**config.mk**
```make
export PLATFORM = sky130hd
export DESIGN_NAME = cache_fill_ctrl_flat
export DESIGN_NICKNAME = d
export VERILOG_FILES = /design/src/rtl/cache_fill_ctrl_if.sv /design/src/rtl/cache_fill_ctrl.sv /design/src/flat_wrapper.sv
export SDC_FILE = /design/constraint.sdc
export NUM_CORES = 1
export LEC_CHECK = 0
export ABC_AREA = 1
export BUFFER_PORTS_ARGS = -buffer_cell sky130_fd_sc_hd__buf_4
export CAP_MARGIN = 10
export CORE_AREA = 2 2 92 50
export CTS_BUF_LIST = sky130_fd_sc_hd__clkbuf_4 sky130_fd_sc_hd__clkbuf_8
export DETAILED_ROUTE_END_ITERATION = 10
export DIE_AREA = 0 0 94 52
export PLACE_DENSITY = 0.82
export SLEW_MARGIN = 20
export SYNTH_ARGS = -nofsm -noshare
export SYNTH_HDL_FRONTEND = slang
export SYNTH_SLANG_ARGS = --single-unit
export TNS_END_PERCENT = 5
```
**constraint.sdc**
```tcl
create_clock -name clk -period 1.3 [get_ports clk]
set_input_delay 0.065 -clock clk [delete_from_list [all_inputs] [get_ports clk]]
set_output_delay 0.065 -clock clk [all_outputs]
set_load 0.01 [all_outputs]
```
**src/rtl/cache_fill_ctrl_if.sv**
```systemverilog
`default_nettype none
// ============================================================================
// cache_fill_ctrl_if : miss, memory-read and cache-fill bundle for cache_fill_ctrl
// Rev 1.0
// ============================================================================
interface cache_fill_ctrl_if #(
  parameter int BLOCK_WORDS = 8
) ();
  localparam int WW = $clog2(BLOCK_WORDS);

  logic          i_miss;
  logic [15:0]   i_miss_addr;
  logic          d_miss;
  logic [15:0]   d_miss_addr;
  logic          mem_en;
  logic [15:0]   mem_addr;
  logic          mem_data_valid;
  logic [15:0]   mem_data;
  logic          fill_we_i;
  logic          fill_we_d;
  logic [WW-1:0] fill_word;
  logic [15:0]   fill_data;
  logic [15:0]   fill_block_addr;
  logic          tag_we_i;
  logic          tag_we_d;
  logic          i_stall;
  logic          d_stall;
  logic          busy;

  modport master (
    input  i_miss, i_miss_addr, d_miss, d_miss_addr, mem_data_valid, mem_data,
    output mem_en, mem_addr, fill_we_i, fill_we_d, fill_word, fill_data,
           fill_block_addr, tag_we_i, tag_we_d, i_stall, d_stall, busy
  );

  modport slave (
    output i_miss, i_miss_addr, d_miss, d_miss_addr, mem_data_valid, mem_data,
    input  mem_en, mem_addr, fill_we_i, fill_we_d, fill_word, fill_data,
           fill_block_addr, tag_we_i, tag_we_d, i_stall, d_stall, busy
  );
endinterface
`default_nettype wire

```
**src/rtl/cache_fill_ctrl.sv**
```systemverilog
`default_nettype none
// ============================================================================
// cache_fill_ctrl : arbitrates I/D cache misses and streams one block per fill
// Rev 1.0
// ============================================================================
module cache_fill_ctrl #(
  parameter int MEM_LAT     = 4,
  parameter int BLOCK_WORDS = 8
) (
  input  wire logic         clk,
  input  wire logic         rst_n,
  cache_fill_ctrl_if.master bus
);
  localparam int WW = $clog2(BLOCK_WORDS);
  localparam int DW = (MEM_LAT > 1) ? $clog2(MEM_LAT) : 1;
  localparam logic [WW-1:0] C_LAST_WORD  = WW'(BLOCK_WORDS - 1);
  localparam logic [DW-1:0] C_LAST_DRAIN = DW'(MEM_LAT - 1);
  localparam logic [15:0]   C_BASE_MASK  = ~16'(2 * BLOCK_WORDS - 1);

  typedef enum logic [2:0] {
    S_DRAIN   = 3'd0,
    S_IDLE    = 3'd1,
    S_ISSUE   = 3'd2,
    S_COLLECT = 3'd3,
    S_TAG     = 3'd4
  } state_e;

  state_e        state_q, state_d;
  logic [WW-1:0] iss_cnt_q, iss_cnt_d;
  logic [WW-1:0] rcv_cnt_q, rcv_cnt_d;
  logic [DW-1:0] drn_cnt_q, drn_cnt_d;
  logic [15:0]   base_q, base_d;
  logic          srv_i_q, srv_i_d;
  logic          srv_d_q, srv_d_d;
  logic          w_rcv;
  logic          w_busy;

  always_ff @(posedge clk) begin
    if (!rst_n) begin
      state_q   <= S_DRAIN;
      iss_cnt_q <= '0;
      rcv_cnt_q <= '0;
      drn_cnt_q <= '0;
      base_q    <= '0;
      srv_i_q   <= 1'b0;
      srv_d_q   <= 1'b0;
    end else begin
      state_q   <= state_d;
      iss_cnt_q <= iss_cnt_d;
      rcv_cnt_q <= rcv_cnt_d;
      drn_cnt_q <= drn_cnt_d;
      base_q    <= base_d;
      srv_i_q   <= srv_i_d;
      srv_d_q   <= srv_d_d;
    end
  end

  always_comb begin
    state_d       = state_q;
    iss_cnt_d     = iss_cnt_q;
    rcv_cnt_d     = rcv_cnt_q;
    drn_cnt_d     = drn_cnt_q;
    base_d        = base_q;
    srv_i_d       = srv_i_q;
    srv_d_d       = srv_d_q;
    bus.mem_en    = 1'b0;
    bus.mem_addr  = '0;
    bus.fill_we_i = 1'b0;
    bus.fill_we_d = 1'b0;
    bus.tag_we_i  = 1'b0;
    bus.tag_we_d  = 1'b0;
    w_rcv         = ((state_q == S_ISSUE) || (state_q == S_COLLECT)) && bus.mem_data_valid;

    unique case (state_q)
      // Words still in flight from before reset are discarded here.
      S_DRAIN: begin
        drn_cnt_d = drn_cnt_q + 1'b1;
        if (drn_cnt_q == C_LAST_DRAIN) begin
          drn_cnt_d = '0;
          state_d   = S_IDLE;
        end
      end
      S_IDLE: begin
        iss_cnt_d = '0;
        rcv_cnt_d = '0;
        if (bus.d_miss) begin
          base_d  = bus.d_miss_addr & C_BASE_MASK;
          srv_d_d = 1'b1;
          srv_i_d = 1'b0;
          state_d = S_ISSUE;
        end else if (bus.i_miss) begin
          base_d  = bus.i_miss_addr & C_BASE_MASK;
          srv_d_d = 1'b0;
          srv_i_d = 1'b1;
          state_d = S_ISSUE;
        end
      end
      S_ISSUE: begin
        bus.mem_en   = 1'b1;
        bus.mem_addr = base_q | 16'({iss_cnt_q, 1'b0});
        iss_cnt_d    = iss_cnt_q + 1'b1;
        if (iss_cnt_q == C_LAST_WORD) begin
          state_d = S_COLLECT;
        end
      end
      S_COLLECT: begin
        state_d = S_COLLECT;
      end
      S_TAG: begin
        bus.tag_we_i = srv_i_q;
        bus.tag_we_d = srv_d_q;
        state_d      = S_IDLE;
      end
      default: begin
        state_d = S_DRAIN;
      end
    endcase

    // Receipt overlaps issue when latency is shorter than the block.
    if (w_rcv) begin
      bus.fill_we_i = srv_i_q;
      bus.fill_we_d = srv_d_q;
      rcv_cnt_d     = rcv_cnt_q + 1'b1;
      if (rcv_cnt_q == C_LAST_WORD) begin
        state_d = S_TAG;
      end
    end
  end

  assign w_busy              = (state_q != S_IDLE);
  assign bus.busy            = w_busy;
  assign bus.fill_word       = rcv_cnt_q;
  assign bus.fill_data       = bus.mem_data;
  assign bus.fill_block_addr = base_q;
  assign bus.i_stall         = bus.i_miss | (w_busy & srv_i_q);
  assign bus.d_stall         = bus.d_miss | (w_busy & srv_d_q);

endmodule
`default_nettype wire

```
**src/flat_wrapper.sv**
```systemverilog
// flat-port wrapper written by rule: the top's interface ports become plain ports
module cache_fill_ctrl_flat 
#(
  parameter int MEM_LAT     = 4,
  parameter int BLOCK_WORDS = 8
)
  (clk, rst_n, bus_i_miss, bus_i_miss_addr, bus_d_miss, bus_d_miss_addr, bus_mem_data_valid, bus_mem_data, bus_mem_en, bus_mem_addr, bus_fill_we_i, bus_fill_we_d, bus_fill_word, bus_fill_data, bus_fill_block_addr, bus_tag_we_i, bus_tag_we_d, bus_i_stall, bus_d_stall, bus_busy);
  cache_fill_ctrl_if #(.BLOCK_WORDS(BLOCK_WORDS)) bus_i ();
  input  wire logic clk;
  input  wire logic rst_n;
  input wire logic [$bits(bus_i.i_miss)-1:0] bus_i_miss;
  input wire logic [$bits(bus_i.i_miss_addr)-1:0] bus_i_miss_addr;
  input wire logic [$bits(bus_i.d_miss)-1:0] bus_d_miss;
  input wire logic [$bits(bus_i.d_miss_addr)-1:0] bus_d_miss_addr;
  input wire logic [$bits(bus_i.mem_data_valid)-1:0] bus_mem_data_valid;
  input wire logic [$bits(bus_i.mem_data)-1:0] bus_mem_data;
  output wire logic [$bits(bus_i.mem_en)-1:0] bus_mem_en;
  output wire logic [$bits(bus_i.mem_addr)-1:0] bus_mem_addr;
  output wire logic [$bits(bus_i.fill_we_i)-1:0] bus_fill_we_i;
  output wire logic [$bits(bus_i.fill_we_d)-1:0] bus_fill_we_d;
  output wire logic [$bits(bus_i.fill_word)-1:0] bus_fill_word;
  output wire logic [$bits(bus_i.fill_data)-1:0] bus_fill_data;
  output wire logic [$bits(bus_i.fill_block_addr)-1:0] bus_fill_block_addr;
  output wire logic [$bits(bus_i.tag_we_i)-1:0] bus_tag_we_i;
  output wire logic [$bits(bus_i.tag_we_d)-1:0] bus_tag_we_d;
  output wire logic [$bits(bus_i.i_stall)-1:0] bus_i_stall;
  output wire logic [$bits(bus_i.d_stall)-1:0] bus_d_stall;
  output wire logic [$bits(bus_i.busy)-1:0] bus_busy;
  assign bus_i.i_miss = bus_i_miss;
  assign bus_i.i_miss_addr = bus_i_miss_addr;
  assign bus_i.d_miss = bus_d_miss;
  assign bus_i.d_miss_addr = bus_d_miss_addr;
  assign bus_i.mem_data_valid = bus_mem_data_valid;
  assign bus_i.mem_data = bus_mem_data;
  assign bus_mem_en = bus_i.mem_en;
  assign bus_mem_addr = bus_i.mem_addr;
  assign bus_fill_we_i = bus_i.fill_we_i;
  assign bus_fill_we_d = bus_i.fill_we_d;
  assign bus_fill_word = bus_i.fill_word;
  assign bus_fill_data = bus_i.fill_data;
  assign bus_fill_block_addr = bus_i.fill_block_addr;
  assign bus_tag_we_i = bus_i.tag_we_i;
  assign bus_tag_we_d = bus_i.tag_we_d;
  assign bus_i_stall = bus_i.i_stall;
  assign bus_d_stall = bus_i.d_stall;
  assign bus_busy = bus_i.busy;
  cache_fill_ctrl #(.MEM_LAT(MEM_LAT), .BLOCK_WORDS(BLOCK_WORDS)) u_core (.clk(clk), .rst_n(rst_n), .bus(bus_i));
endmodule
```
==> metrics <==
status completed; gp weighted congestion 0.850; most frequent cells in the layout buf_4, nand2_1, inv_1, dfxtp_1; H-tree depth 1; FILL cells 394; DPL Wire Length 3.15 mm; Synth-to-Final Area Change 38.2%; Remaining DRCs 0; RSZ-0062 raised after global routing true; r2r endpoint u_core.state_q[0]; clock sinks 25; FF-to-FF Start u_core.state_q[1]; area of the multi-input gates 913 um2; commonest non-fill, non-tap cell in the layout buf_4; crit path max fanout 7; LEAKAGE 1.03 nW; Via Count 1637; clk_lat worst skew 0.28 ns; crit path launch type flip-flop; Avg WL per Cell 12.4 um; Via-to-Cell Ratio 4.65; 1st-iter DRT viols 76; FMAX 773 MHz; crit path launch u_core.state_q[1]; Critical Path AT 1.23 ns; CP Capture Point bus_d_stall; Final min period 1.29 ns; Core Area 0.00415 mm2; final setup violation count 0; antenna-violating nets left 0; Distinct cells, synth 25; FF+latch area 509 um2; # port buffers 66; Cell Area, Placed 0.00211 mm2; grt ovf 0; CP endpoint kind output pin; First-pass DRT Iterations 7; n_diodes 0; Final Slew Violations 0; VDD IR max 0.492 mV; maxcap violations 0; initial antenna violation count 0; Worst R2R Path Depth 6; synth warn 0; PD cells 870 mW/mm2; TritonCTS clock tree done; first-pass GRT wire length 6.62 mm; Syn Inst Count 237; largest net degree at the start of global routing 17; WP data required 1.24 ns; WL final 4.35 mm; power share of the combinational group 0.311; layout cell share with drive strength beyond 1 0.451; switch share 0.337; internal power 1.33 mW; sequential share of power 0.437; mapped cell area 0.00167 mm2; fin area 0.00231 mm2; Die ar. 0.00489 mm2; nets 354; GRT Util Overall 0.176; Seq cells post-synth 25; Hold Vio Cnt, Final 0; Post-Synthesis Mean Instance Area 7.04 um2; Crit Path Category flip-flop to output pin; sequential fraction of the synthesis area 0.300; final core occ 0.556; Chip Width 94 um; type of the tightest min-delay check primary input to flip-flop; final clock skew 0.00902 ns; CTS Buf Count 3; switching power 676 uW; die height 52 um; row count 17; initial core utilization 0.402; clock group share of total power 0.252; vias in the first global route 1425; R2R setup slack 0.13 ns; Tcrit/Tclk final 0.995; clock buffer depth 2; Root Driver clkbuf_8; CTS clock-pin slew for the worst setup and hold paths 0.10 ns; Boundary Pins 112
[Yosys cell counts, drive strengths merged]
cell type / count / area (um2)
a21boi: 1 / 7.51
a21oi: 21 / 139
buf: 28 / 223
clkbuf: 2 / 7.51
conb: 1 / 3.75
dfxtp: 25 / 500
ha: 5 / 62.6
inv: 26 / 100
nand2: 68 / 275
nand3: 21 / 170
nand4: 1 / 6.26
nor2: 32 / 144
o21ai: 6 / 30.0
[worst min path at each step]
stage,from,slack [ns],cells after the start,endpoint
finish,rst_n,0.06,3,u_core.iss_cnt_q[0]
global route,bus_i_miss,0.06,3,u_core.srv_i_q
CTS,rst_n,0.05,3,u_core.iss_cnt_q[0]
detailed placement,bus_mem_data[10],0.13,0,bus_fill_data[10]
global placement,bus_mem_data[10],0.13,0,bus_fill_data[10]
floorplan,rst_n,0.20,2,u_core.drn_cnt_q[0]
[cell type report]
| class | count | share of cell area |
|---|---|---|
| timing repair buffer | 80 | 0.284 |
| inverter | 26 | 0.0467 |
| tap | 57 | 0.0309 |
| clock inverter | 1 | 0.00380 |
| sequential | 25 | 0.221 |
| clock buffer | 3 | 0.0179 |
| multi-input combinational | 160 | 0.396 |
[critical path, stage by stage, from the launching register on]
cell	delay [ns]
dfxtp_2	0.36
buf_4	0.16
nor2_8	0.17
o21ai_0	0.10
buf_4	0.15
[timing repair]
action | in CTS | in global routing
setup endpoints to repair | 21 | 23
setup buffers | 4 | 2
gates resized for setup | 11 | 18
hold buffers | 0 | 0
[power by group through the flow]
stage	clock network, mW	logic, mW	registers [mW]
final	0.505	0.624	0.877
after global routing	0.556	0.693	0.885
after CTS	0.522	0.596	0.876
after detailed placement	0	0.562	0.891
after global placement	0	0.541	0.888
after floorplan	0	0.410	0.890
[registers in the layout, indices dropped and copies added (netlist names)]
name                        flops
u_core.srv_d_q                  1
u_core.srv_i_q                  1
u_core.drn_cnt_q                2
u_core.bus.fill_block_addr     12
u_core.bus.fill_word            3
u_core.state_q                  3
u_core.iss_cnt_q                3
[per-layer routing]
metal / part of all wire / routed length [um] / GRT usage
met5: 0 / 0 / 0
met1: 0.46 / 1990 / 0.219
met3: 0.069 / 299 / 0.0565
met2: 0.47 / 2040 / 0.310
met4: 0.0032 / 14 / 0.0217
[logic make-up after synthesis]
logic type / synth area share
compound gates: 0.106
other cells: 0.00225
fa+ha+maj: 0.0375
buf+inv: 0.198
flops: 0.300
simple gates: 0.357
[per-stage QoR]
stage / setup TNS (ns) / setup slack [ns] / total power [mW] / cells / hold slack, ns
2_1_floorplan: 0 / 0.174 / 1.30 / 241 / 0.201
3_3_place_gp: 0 / 0.0988 / 1.43 / 342 / 0.130
3_5_place_dp: 0 / 0.0695 / 1.45 / 342 / 0.130
4_1_cts: -0.0354 / -0.00784 / 1.99 / 350 / 0.0511
5_1_grt: -0.860 / -0.0611 / 2.13 / 352 / 0.0572
6_report: 0 / 0.00646 / 2.01 / 352 / 0.0557
Note: power is estimated with default switching activity, not from simulation.
